**config.mk**
```make
export PLATFORM = sky130hd
export DESIGN_NAME = llsc_commit_unit_flat
export DESIGN_NICKNAME = d
export VERILOG_FILES = /design/src/rtl/llsc_commit_unit_pkg.sv /design/src/rtl/llsc_commit_unit_if.sv /design/src/rtl/llsc_commit_unit_link_reg.sv /design/src/rtl/llsc_commit_unit.sv /design/src/flat_wrapper.sv
export SDC_FILE = /design/constraint.sdc
export NUM_CORES = 1
export LEC_CHECK = 0
export ABC_AREA = 1
export BUFFER_PORTS_ARGS = -buffer_cell sky130_fd_sc_hd__clkbuf_2
export CORE_MARGIN = 5
export CORE_UTILIZATION = 49
export DETAILED_ROUTE_END_ITERATION = 7
export MAX_ROUTING_LAYER = met4
export PLACE_DENSITY = 0.81
export SLEW_MARGIN = 0
export SYNTH_ARGS = -nofsm -noshare
export SYNTH_HDL_FRONTEND = slang
export SYNTH_SLANG_ARGS = --single-unit
export TNS_END_PERCENT = 50
```
**constraint.sdc**
```tcl
create_clock -name clk -period 2 [get_ports clk]
set_clock_uncertainty 0.2 [all_clocks]
set_input_delay 0.1 -clock clk [delete_from_list [all_inputs] [get_ports clk]]
set_output_delay 0.1 -clock clk [all_outputs]
set_load 0.05 [all_outputs]
```
**src/rtl/llsc_commit_unit_pkg.sv**
```systemverilog
// Shared types and defaults for the LL/SC commit unit.
package llsc_commit_unit_pkg;

  localparam int unsigned ADDR_W_DEF = 32;
  localparam int unsigned DATA_W_DEF = 32;

  typedef enum logic [1:0] {
    ST_IDLE  = 2'd0,
    ST_WRITE = 2'd1,
    ST_DONE  = 2'd2,
    ST_DRAIN = 2'd3
  } sc_state_e;

  function automatic logic word_aligned(input logic [1:0] lsbs);
    return lsbs == 2'b00;
  endfunction

endpackage

```
**src/rtl/llsc_commit_unit_if.sv**
```systemverilog
// Store request channel from the commit unit to the data bus.
interface llsc_commit_unit_if
  import llsc_commit_unit_pkg::*;
#(
  parameter int unsigned ADDR_W = ADDR_W_DEF,
  parameter int unsigned DATA_W = DATA_W_DEF
);

  logic              mem_req;
  logic [ADDR_W-1:0] mem_addr;
  logic [DATA_W-1:0] mem_wdata;
  logic              mem_ack;

  modport master (
    output mem_req,
    output mem_addr,
    output mem_wdata,
    input  mem_ack
  );

  modport slave (
    input  mem_req,
    input  mem_addr,
    input  mem_wdata,
    output mem_ack
  );

endinterface

```
**src/rtl/llsc_commit_unit_link_reg.sv**
```systemverilog
// Link bit and linked word address, with LL set, explicit clear and snoop kill.
module llsc_link_reg
  import llsc_commit_unit_pkg::*;
#(
  parameter int unsigned ADDR_W = ADDR_W_DEF
) (
  input  logic              clk,
  input  logic              rst,
  input  logic              set,
  input  logic [ADDR_W-3:0] set_word,
  input  logic              clr,
  input  logic              snoop_we,
  input  logic [ADDR_W-3:0] snoop_word,
  output logic              llbit,
  output logic [ADDR_W-3:0] link_word,
  output logic              snoop_hit
);

  assign snoop_hit = llbit & snoop_we & (snoop_word == link_word);

  // Clear beats a new link; a new link beats a same-cycle snoop kill.
  always_ff @(posedge clk or negedge rst) begin
    if (!rst) begin
      llbit     <= 1'b0;
      link_word <= '0;
    end else if (clr) begin
      llbit     <= 1'b0;
    end else if (set) begin
      llbit     <= 1'b1;
      link_word <= set_word;
    end else if (snoop_hit) begin
      llbit     <= 1'b0;
    end
  end

endmodule

```
**src/rtl/llsc_commit_unit.sv**
```systemverilog
// LL/SC commit unit: link tracking plus the SC store/complete sequencer.
module llsc_commit_unit
  import llsc_commit_unit_pkg::*;
#(
  parameter int unsigned ADDR_W = ADDR_W_DEF,
  parameter int unsigned DATA_W = DATA_W_DEF
) (
  input  logic                     clk,
  input  logic                     rst,
  input  logic                     ll_valid,
  input  logic [ADDR_W-1:0]        ll_addr,
  input  logic                     sc_valid,
  input  logic [ADDR_W-1:0]        sc_addr,
  input  logic [DATA_W-1:0]        sc_data,
  input  logic                     flush,
  input  logic                     snoop_we,
  input  logic [ADDR_W-1:0]        snoop_addr,
  llsc_commit_unit_if.master       bus,
  output logic                     stall_o,
  output logic                     sc_done,
  output logic                     sc_result,
  output logic                     llbit_o
);

  sc_state_e         state_q, state_d;
  logic              flush_seen_q, flush_seen_d;
  logic              result_q, result_d;
  logic              load_bus;
  logic [ADDR_W-1:0] mem_addr_q;
  logic [DATA_W-1:0] mem_wdata_q;

  logic              llbit;
  logic [ADDR_W-3:0] link_word;
  logic              snoop_hit;
  logic              sc_accept;
  logic              sc_ok;
  logic              unused_lsbs;

  assign unused_lsbs = ^{ll_addr[1:0], snoop_addr[1:0]};

  assign sc_accept = (state_q == ST_IDLE) & sc_valid & ~flush;
  assign sc_ok     = llbit & (sc_addr[ADDR_W-1:2] == link_word)
                   & word_aligned(sc_addr[1:0]) & ~snoop_hit;

  llsc_link_reg #(
    .ADDR_W (ADDR_W)
  ) u_link_reg (
    .clk        (clk),
    .rst        (rst),
    .set        (ll_valid & ~flush & ~sc_accept),
    .set_word   (ll_addr[ADDR_W-1:2]),
    .clr        (flush | (state_q == ST_DONE)),
    .snoop_we   (snoop_we),
    .snoop_word (snoop_addr[ADDR_W-1:2]),
    .llbit      (llbit),
    .link_word  (link_word),
    .snoop_hit  (snoop_hit)
  );

  // Next state; a flush seen while the store is in flight diverts completion to DRAIN.
  always_comb begin
    state_d      = state_q;
    flush_seen_d = flush_seen_q;
    result_d     = result_q;
    load_bus     = 1'b0;
    case (state_q)
      ST_IDLE: begin
        flush_seen_d = 1'b0;
        if (sc_accept) begin
          if (sc_ok) begin
            load_bus = 1'b1;
            state_d  = ST_WRITE;
          end else begin
            result_d = 1'b0;
            state_d  = ST_DONE;
          end
        end
      end
      ST_WRITE: begin
        if (bus.mem_ack) begin
          if (flush | flush_seen_q) begin
            state_d = ST_DRAIN;
          end else begin
            result_d = 1'b1;
            state_d  = ST_DONE;
          end
        end else if (flush) begin
          flush_seen_d = 1'b1;
        end
      end
      ST_DONE:  state_d = ST_IDLE;
      ST_DRAIN: state_d = ST_IDLE;
      default:  state_d = ST_IDLE;
    endcase
  end

  // State, result and captured store beat.
  always_ff @(posedge clk or negedge rst) begin
    if (!rst) begin
      state_q      <= ST_IDLE;
      flush_seen_q <= 1'b0;
      result_q     <= 1'b0;
      mem_addr_q   <= '0;
      mem_wdata_q  <= '0;
    end else begin
      state_q      <= state_d;
      flush_seen_q <= flush_seen_d;
      result_q     <= result_d;
      if (load_bus) begin
        mem_addr_q  <= {sc_addr[ADDR_W-1:2], 2'b00};
        mem_wdata_q <= sc_data;
      end
    end
  end

  assign bus.mem_req   = (state_q == ST_WRITE);
  assign bus.mem_addr  = mem_addr_q;
  assign bus.mem_wdata = mem_wdata_q;

  assign sc_done   = (state_q == ST_DONE);
  assign sc_result = result_q;
  assign llbit_o   = llbit;

  // Gated by rst so the pipeline is released immediately while reset is held.
  assign stall_o = rst & (((state_q == ST_IDLE) & sc_valid & ~flush)
                          | (state_q == ST_WRITE)
                          | (state_q == ST_DRAIN));

endmodule

```
**src/flat_wrapper.sv**
```systemverilog
// flat-port wrapper written by rule: the top's interface ports become plain ports
module llsc_commit_unit_flat import llsc_commit_unit_pkg::*;
#(
  parameter int unsigned ADDR_W = ADDR_W_DEF,
  parameter int unsigned DATA_W = DATA_W_DEF
)
  (clk, rst, ll_valid, ll_addr, sc_valid, sc_addr, sc_data, flush, snoop_we, snoop_addr, stall_o, sc_done, sc_result, llbit_o, bus_mem_req, bus_mem_addr, bus_mem_wdata, bus_mem_ack);
  llsc_commit_unit_if #(.ADDR_W(ADDR_W), .DATA_W(DATA_W)) bus_i ();
  input  logic clk;
  input  logic rst;
  input  logic ll_valid;
  input  logic [ADDR_W-1:0] ll_addr;
  input  logic sc_valid;
  input  logic [ADDR_W-1:0] sc_addr;
  input  logic [DATA_W-1:0] sc_data;
  input  logic flush;
  input  logic snoop_we;
  input  logic [ADDR_W-1:0] snoop_addr;
  output logic stall_o;
  output logic sc_done;
  output logic sc_result;
  output logic llbit_o;
  output wire logic [$bits(bus_i.mem_req)-1:0] bus_mem_req;
  output wire logic [$bits(bus_i.mem_addr)-1:0] bus_mem_addr;
  output wire logic [$bits(bus_i.mem_wdata)-1:0] bus_mem_wdata;
  input wire logic [$bits(bus_i.mem_ack)-1:0] bus_mem_ack;
  assign bus_mem_req = bus_i.mem_req;
  assign bus_mem_addr = bus_i.mem_addr;
  assign bus_mem_wdata = bus_i.mem_wdata;
  assign bus_i.mem_ack = bus_mem_ack;
  llsc_commit_unit #(.ADDR_W(ADDR_W), .DATA_W(DATA_W)) u_core (.clk(clk), .rst(rst), .ll_valid(ll_valid), .ll_addr(ll_addr), .sc_valid(sc_valid), .sc_addr(sc_addr), .sc_data(sc_data), .flush(flush), .snoop_we(snoop_we), .snoop_addr(snoop_addr), .bus(bus_i), .stall_o(stall_o), .sc_done(sc_done), .sc_result(sc_result), .llbit_o(llbit_o));
endmodule
```
Yosys cells after proc, flatten, opt, wreduce, memory -nomap -nowiden
Cells that the tools add are included.
- input bits: 135
- word-level logic and storage cells: 64
- bits in registers: 97
- output and inout port bits: 69
- reduce and logical (&&, ||, !) cells: 9
- bitwise gates (word level): 18
- multiplexer cells: 19
- equality and inequality tests: 11
- operators with widths (cell ; number):
    $eq A30 B30 Y1 ; 2
    $mux W1 ; 13
    $and A1 B1 Y1 ; 10
    $ne A2 B2 Y1 const B ; 4
    $mux W2 ; 3
    $pmux W2 S3 ; 1
    $reduce_and A5 Y1 ; 1
    $eq A2 B2 Y1 const B ; 2
    $logic_not A2 Y1 ; 2
    $ne A2 B1 Y1 const B ; 2
    $not A1 Y1 ; 4
    $or A1 B1 Y1 ; 4
    $pmux W1 S2 ; 2
    $reduce_and A2 Y1 ; 2
    $reduce_and A3 Y1 ; 1
    $reduce_bool A3 Y1 ; 1
    $eq A2 B1 Y1 const B ; 1
    $reduce_bool A2 Y1 ; 1
    $reduce_or A2 Y1 ; 1

Depth between registers and ports, before layout
Gate-level depths: netlist of run 1.
- depth after elaboration: 7
- mapped depth: 14
- mapped depth without buffers: 13

By module
Synthesis of run 1 repeated with hierarchy kept, for this count alone.
- cells, all modules: 657
- area, all modules: 4973.5 µm²
- modules (own cells, without submodules) (module ; sequential area each (µm²) ; cells an instance ; area an instance (µm²) ; times used):
    llsc_commit_unit ; 1651.6 ; 406 ; 3201.8 ; 1
    llsc_link_reg ; 775.7 ; 251 ; 1771.7 ; 1

Worst setup path after synthesis of run 1
No wires, ideal clock.
- path type: flip-flop to flip-flop
- from: register u_core.state_q[1]
- to: register u_core.u_link_reg.link_word[13]
- arrival time: 2.000 ns
- data required time: 1.672 ns
- slack: -0.327 ns
- path buffers: 2
- cell stages (with the launch flop): 7
- setup time: 0.128 ns
- clock period less this slack: 2.327 ns
- cell sequence: dfrtp_1 -> inv_1 -> nor2_1 -> or3_1 -> clkbuf_1 -> buf_2 -> mux2_1
- elaborated cells on any way between the ends: 9
- those cells by class: 1 x eq/ne; 6 x bitwise; 2 x reduce/logical
- RTL lines (what ; line ; RTL):
    start, declared ; llsc_commit_unit.sv:25 ; sc_state_e state_q, state_d;
    start signal, assigned ; llsc_commit_unit.sv:106 ; state_q <= state_d;
    $eq A2 B2 Y1 ; - ;
    net sc_done ; flat_wrapper.sv:20 ; output logic sc_done;
    $or A1 B1 Y1 ; llsc_commit_unit.sv:52 ; .clr (flush | (state_q == ST_DONE)),
    $not A1 Y1 (no source line) ; - ;
    $reduce_and A2 Y1 (no source line) ; - ;
    end signal, assigned ; llsc_commit_unit_link_reg.sv:30 ; link_word <= set_word;
    end, declared ; llsc_commit_unit_link_reg.sv:15 ; output logic [ADDR_W-3:0] link_word,
The timed path passes the listed nets, and every way through them passes these cells.
A chain may end at the register's enable or synchronous reset.

Worst setup path after layout of run 1
- from: input port sc_addr[14]
- to: register u_core.mem_wdata_q[16] (netlist: u_core.bus.mem_wdata[16])
- word-level cells in the longest chain between the ends: 7
- RTL lines (what ; line ; RTL):
    start, declared ; flat_wrapper.sv:14 ; input logic [ADDR_W-1:0] sc_addr;
    $eq A30 B30 Y1 ; llsc_commit_unit.sv:42 ; assign sc_ok = llbit & (sc_addr[ADDR_W-1:2] == link_word)
    $and A1 B1 Y1 ; llsc_commit_unit.sv:42 ;
    $and A1 B1 Y1 (2 in a row) ; llsc_commit_unit.sv:43 ; & word_aligned(sc_addr[1:0]) & ~snoop_hit;
    $mux W1 ; llsc_commit_unit.sv:70 ; if (sc_ok) begin
    $mux W1 ; llsc_commit_unit.sv:69 ; if (sc_accept) begin
    $mux W1 ; llsc_commit_unit.sv:66 ; case (state_q)
    end signal, assigned ; llsc_commit_unit.sv:111 ; mem_wdata_q <= sc_data;
    end, declared ; llsc_commit_unit.sv:30 ; logic [DATA_W-1:0] mem_wdata_q;
Every way passes these cells.

==> results.md, run 1 <==
- Async S/R FF share, synth: 100%
- Clock slew at reported path FFs: 0.10 ns
- Least-Margin Pin Slew: 0.521 ns
- Post-Syn Area: 0.00498 mm^2
- Number of port buffers: 197
- Cell family with most CP delay: buffers and inverters
- Relative slew slack: 65.3%
- Crit Path Max Fanout: 41
- TritonCTS Sinks: 97
- Layout overhead on the synthesized area: 59.8%
- Fin nets: 1146
- Final-report hold violation count: 0
- Tcrit/Tclk final: 113%
- Ratio of cells with drive above 1 in the final layout: 33.8%
- Largest net degree at the start of global routing: 98
- Die footprint: 0.0123 mm^2
- Average wire per standard cell: 18.2 um
- Vias after detailed routing: 5973
- Synth Area in Adders: 0%
- First-pass GRT wire length: 29600 um
- Critical path launch point type: input port
- Post-synthesis cell type count: 24
- Setup crit start: sc_addr[14]
- First-pass DRT Iterations: 5
- Final Critical Period: 2.26 ns
- Initial Utilization: 50.7%
- Most frequent cells in the layout: nand2_1, clkbuf_2, dlygate4sd3_1
- HP Class: in -> reg
- CTS root buf: clkbuf_8
- Die width: 111 um
- Site Rows: 36
- Core box area: 0.00982 mm^2
- WP buf/inv: 4
- Commonest non-fill, non-tap cell in the layout: nand2_1
- WHS: 0.0154 ns
- Post-synthesis mux area share: 0.452%
- Post-DRT Antenna Nets: 0
- Total Routing Usage GR: 30.4%
- Io pins: 204
- Synth warn: 0
- Initial antenna violation count: 0
- Max Buffers Root-to-Sink: 2
- CP max stage cell: dlygate4sd3_1
- Worst VDD drop: 0.567 mV
- Max-slew violation count: 0
- Simple logic cell fraction of the synthesized area: 29.4%
- Initial drt markers: 503
- Post-synthesis compound-gate area fraction: 9.40%
- Filler Cell Count: 646
- CP required: 2.05 ns
- Critical path class: in -> reg
- Antenna diodes: 0
- Status: finished, violations left
- Fmax: 443 MHz
- H-tree depth: 3
- GR Overflow Total: 0
- Tot Pwr: 6.16 mW
- Synthesis-stage register bit count: 97
- # setup viols final: 62
- Most used cell along the critical path: nand2_1
- Max-cap viol count: 0
- Failing checks: negative setup slack
- Post-synth top flop: dfrtp_1
- Detailed Place HPWL: 11600 um
- Min-delay src: sc_addr[30]
- Residual DRC: 0
- Die height: 111 um
- Sequential-to-total area share from yosys stat: 48.8%
- Skew-Pair Late Insertion Delay: 0.37 ns
- Number of global-route vias before repair: 6034
- Synth Area in XOR/XNOR: 2.11%
- Placed cell area: 0.00621 mm^2
- CTS tree: done
- Largest family of logic cells by synthesized area: simple AND/OR/NAND/NOR gates
- Cells after synthesis: 701
- Pwr/cell area: 774 mW/mm^2
- Post-Route WL: 20900 um
- Unrepaired setup endpoints after global routing: true
- Via density: 5.20
- Post-Place Setup Slack: -0.0989 ns
- Worst setup margin: -0.255 ns
- Placed insts: 1021
- Lkg Pwr: 4.76 nW
- Num CTS Buffers: 9
- Critical Path AT: 2.30 ns
- Crit path capture type: register
- Non-filler cells, final: 1149
- RD Place Congestion: 0.897
- Syn_area_per_cell: 7.10 um^2
- Post-synth EDFFs: 0
- FF-to-FF Start: u_core.u_link_reg.link_word[22]
- Max incr delay on CP: 0.58 ns
- CP cell instances: dlygate4sd3_1 -> clkbuf_2 -> inv_1 -> nand2_1 -> nand2_1 -> nor2_1 -> nand2_1 -> nor2_1 -> nand2_2 -> nor2_4 -> nand2_4 -> buf_12 -> o21ai_0 -> nand2_2
- Post-route cell area: 0.00795 mm^2
==> through the flow <==
stage / utilization [%] / TNS, ns
2_1_floorplan: - / -0.0362
3_3_place_gp: 63.2 / -3.12
3_5_place_dp: 63.2 / -3.77
4_1_cts: 75.3 / -0.728
5_1_grt: 81.0 / -14.29
6_report: 81.0 / -7.56
==> synthesized netlist by cell type, drive strengths merged, types with 2 or more instances <==
master	instances	area share, %
a21oi	29	2.9
buf	11	1.5
clkbuf	16	1.2
dfrtp	97	49
inv	93	7.0
mux2	2	0.45
nand2	293	22
nand3	8	0.80
nand4	4	0.50
nor2	68	5.6
o21ai	63	6.3
xnor2	11	1.9
==> flip-flops by register name, summed over array words and instances (netlist names) <==
| signal | cells |
|---|---|
| u_core.bus.mem_wdata | 32 |
| u_core.flush_seen_q | 1 |
| u_core.u_link_reg.llbit | 1 |
| u_core.state_q | 2 |
| u_core.u_link_reg.link_word | 30 |
| u_core.sc_result | 1 |
| u_core.bus.mem_addr | 30 |
==> repair_timing <==
item	in CTS	in global routing
resized for setup	7	122
pin swaps	1	20
endpoints found under the setup margin	62	88
endpoints found under the hold margin	194	0
hold buffers	98	0
setup buffers	0	9
cloned	0	8
==> metal layers <==
layer	global-route usage, %	share of wire (%)
met1	35.2	37
met2	51.3	50
met3	6.44	8.6
met4	12.7	4.9
met5	-	0
==> logic make-up (layout without fill, tap and decap cells) <==
group	after synthesis	count (layout)
buf+inv	121	435
compound gates	93	93
xor+xnor	12	12
other cells	1	2
flops	97	97
simple gates	375	375
mux	2	2
==> path summary, 6_finish.rpt <==
path,to,slack [ns],depth (start not counted)
max in group asynchronous,u_core.bus.mem_addr[12],1.03,3
min,u_core.bus.mem_addr[30],0.02,3
max,u_core.bus.mem_wdata[16],-0.26,14
min in group asynchronous,u_core.bus.mem_wdata[26],0.17,3
max reg2reg,u_core.bus.mem_wdata[16],-0.25,12
min reg2reg,u_core.sc_result,0.29,2
==> final cells by class <==
cell class              count  area (um^2)  area share, %
well taps                 133          166           2.09
clock buffers              11          151           1.90
inverters                  94          353           4.44
clock inverters             5         38.8          0.488
flip-flops and latches     97         2430           30.5
multi-input cells         484         2390           30.1
repair buffers            325         2420           30.5
==> tightest hold or removal path, delay by kind of cell <==
family                 cells  cell delay [ns]
buffers and inverters      1             0.32
AND/OR/NAND/NOR            2             0.13
==> power by group <==
part / internal [mW] / total, mW / leakage, nW / switching (mW)
clock: 0.529 / 1.28 / 0.0959 / 0.754
sequential: 2.29 / 2.60 / 1.26 / 0.311
combinational: 0.936 / 2.28 / 3.40 / 1.34
total: 3.75 / 6.16 / 4.76 / 2.40
Power figures use the tool's default switching activity.
==> run 2: changes to the inputs <==
--- a/config.mk
+++ b/config.mk
@@ -7,11 +7,13 @@
 export LEC_CHECK = 0
 export ABC_AREA = 1
 export BUFFER_PORTS_ARGS = -buffer_cell sky130_fd_sc_hd__clkbuf_2
+export CELL_PAD_IN_SITES_DETAIL_PLACEMENT = 0
+export CELL_PAD_IN_SITES_GLOBAL_PLACEMENT = 1
 export CORE_MARGIN = 5
-export CORE_UTILIZATION = 49
+export CORE_UTILIZATION = 33
 export DETAILED_ROUTE_END_ITERATION = 7
 export MAX_ROUTING_LAYER = met4
-export PLACE_DENSITY = 0.81
+export PLACE_DENSITY_LB_ADDON = 0.1
 export SLEW_MARGIN = 0
 export SYNTH_ARGS = -nofsm -noshare
 export SYNTH_HDL_FRONTEND = slang
==> run 2 against run 1 <==
The run still ends with negative setup slack left. Worst hold slack improved by 0.10 ns. Cell count rose by 5.3%. Fmax rose by 9.3%. Setup slack improved by 0.19 ns. Sequential share of layout area fell by 0.96 points. Clock-buffer cell count fell by 1. Combinational power rose by 2%. Register-to-register slack improved by 0.19 ns. Highest routed layer unchanged.
==> results.md, run 2 (synthesized netlist as in run 1, its figures left out) <==
- Status: finished, violations left
- Failing checks: negative setup slack
- First-pass DRT Iterations: 4
- Die height: 133 um
- Tcrit/Tclk final: 103%
- Post-route cell area: 0.00821 mm^2
- TritonCTS Sinks: 97
- Max FFs per register: 32
- Crit path capture type: register
- Vias after detailed routing: 5439
- Levels on crit path: 14
- CTS tree: done
- Final-report hold violation count: 0
- Initial antenna violation count: 0
- Core box area: 0.0146 mm^2
- Residual DRC: 0
- Post-Place Setup Slack: -0.0482 ns
- Largest net degree at the start of global routing: 98
- Clock slew at reported path FFs: 0.07 ns
- Max-cap viol count: 0
- Max incr delay on CP: 0.40 ns
- Placed insts: 1073
- Max-slew violation count: 0
- Critical path class: reg -> reg
- Relative slew slack: 63.9%
- Most used cell along the critical path: nand2_1
- Site Rows: 44
- H-tree depth: 3
- Lkg Pwr: 4.83 nW
- Least-Margin Pin Slew: 0.541 ns
- Detailed Place HPWL: 12400 um
- CP required: 2.09 ns
- Worst setup margin: -0.0632 ns
- Total Routing Usage GR: 21.4%
- Die footprint: 0.0176 mm^2
- Number of port buffers: 197
- Fmax: 485 MHz
- Initial Utilization: 34.0%
- Most frequent cells in the layout: nand2_1, clkbuf_2, dlygate4sd3_1
- Cell family with most CP delay: simple AND/OR/NAND/NOR gates
- Sequential share of power: 37.8%
- Hold depth: 5
- Worst VDD drop: 0.413 mV
- Average wire per standard cell: 15.2 um
- WP buf/inv: 3
- Filler Cell Count: 1396
- Clk pwr share: 28.3%
- First-pass GRT wire length: 29000 um
- CP max stage cell: dfrtp_1
- Ratio of cells with drive above 1 in the final layout: 33.4%
- TNS Setup: -1.86 ns
- R2R depth: 14
- Placed cell area: 0.00629 mm^2
- Internal Power: 4.47 mW
- Initial drt markers: 268
- RD Place Congestion: 0.879
- Die width: 133 um
- Fin nets: 1156
- Crit Path Max Fanout: 10
- Post-Route WL: 18400 um
- Post-DRT Antenna Nets: 0
- Tot Pwr: 6.86 mW
- Number of global-route vias before repair: 5616
- Via density: 4.50
- Critical path launch point type: register
- Critical Path AT: 2.15 ns
- # setup viols final: 60
- Gate power share: 33.9%
- Antenna diodes: 0
- WHS: 0.116 ns
- Commonest non-fill, non-tap cell in the layout: nand2_1
- Skew-Pair Late Insertion Delay: 0.35 ns
- Sw frac: 34.8%
- Layout overhead on the synthesized area: 65.0%
- Non-filler cells, final: 1210
- Unrepaired setup endpoints after global routing: true
- Final Critical Period: 2.06 ns
- FF/Latch Area: 0.00243 mm^2
- Max Buffers Root-to-Sink: 2
- GR Overflow Total: 0
- Io pins: 204
- CP cell instances: inv_2 -> nand2_1 -> nand2_1 -> nor2_2 -> nand2_1 -> nor2_1 -> nand2_1 -> nor2_4 -> nand2_4 -> nor2_8 -> buf_12 -> buf_16 -> nand2_1 -> nand2_1
- Net Sw Power: 2.39 mW
- Multi-input gate area: 0.00231 mm^2
- HP Class: in -> reg
- Final Util: 56.1%
- CTS root buf: clkbuf_16
- Pwr/cell area: 835 mW/mm^2
- Num CTS Buffers: 9
-- run 2: worst paths after layout --
check	from	endpoint	slack (ns)
setup / recovery	u_core.u_link_reg.link_word[26]	u_core.bus.mem_wdata[27]	-0.06
hold / removal	sc_valid	u_core.u_link_reg.link_word[27]	0.12
setup reg to reg	u_core.u_link_reg.link_word[26]	u_core.bus.mem_wdata[27]	-0.06
hold reg to reg	u_core.sc_result	u_core.sc_result	0.29
max in group asynchronous	rst	u_core.u_link_reg.llbit	0.92
min in group asynchronous	rst	u_core.u_link_reg.link_word[26]	0.26
-- run 2: timing repair --
action | CTS | global route
cloned | 5 | 3
hold buffers | 97 | 0
endpoints found under the setup margin | 62 | 74
buffers inserted | 15 | 2
hold endpoints to repair | 192 | 0
resized for setup | 47 | 58
pin swaps | 11 | 4
-- run 2: area by class of cell --
type | instances | share of cell area, %
tap | 184 | 2.80
multi-input combinational | 484 | 28.2
clock buffer | 10 | 2.91
clock inverter | 6 | 1.11
timing repair buffer | 335 | 31.2
sequential | 97 | 29.6
inverter | 94 | 4.30
-- run 2: routing by layer --
metal	GRT usage, %	vias to the layer above	part of all wire, %
met1	26.3	2499	45
met4	6.29	0	1.7
met2	35.7	151	49
met3	4.29	21	5.0
met5	-	-	0
li1	-	2768	-
-- run 2: power by group through the flow --
stage	Sequential, mW	Combinational (mW)	Clock, mW
floorplan	2.57	1.25	0
global placement	2.59	1.91	0
detailed placement	2.61	1.92	0
CTS	2.57	2.28	2.00
global route	2.64	2.64	2.07
finish	2.59	2.33	1.94
-- run 2: worst reg2reg max path, delay by kind of cell (launching register included) --
kind | cells | cell delay, ns
buf+inv | 3 | 0.37
simple gates | 11 | 1.03
flops | 1 | 0.40
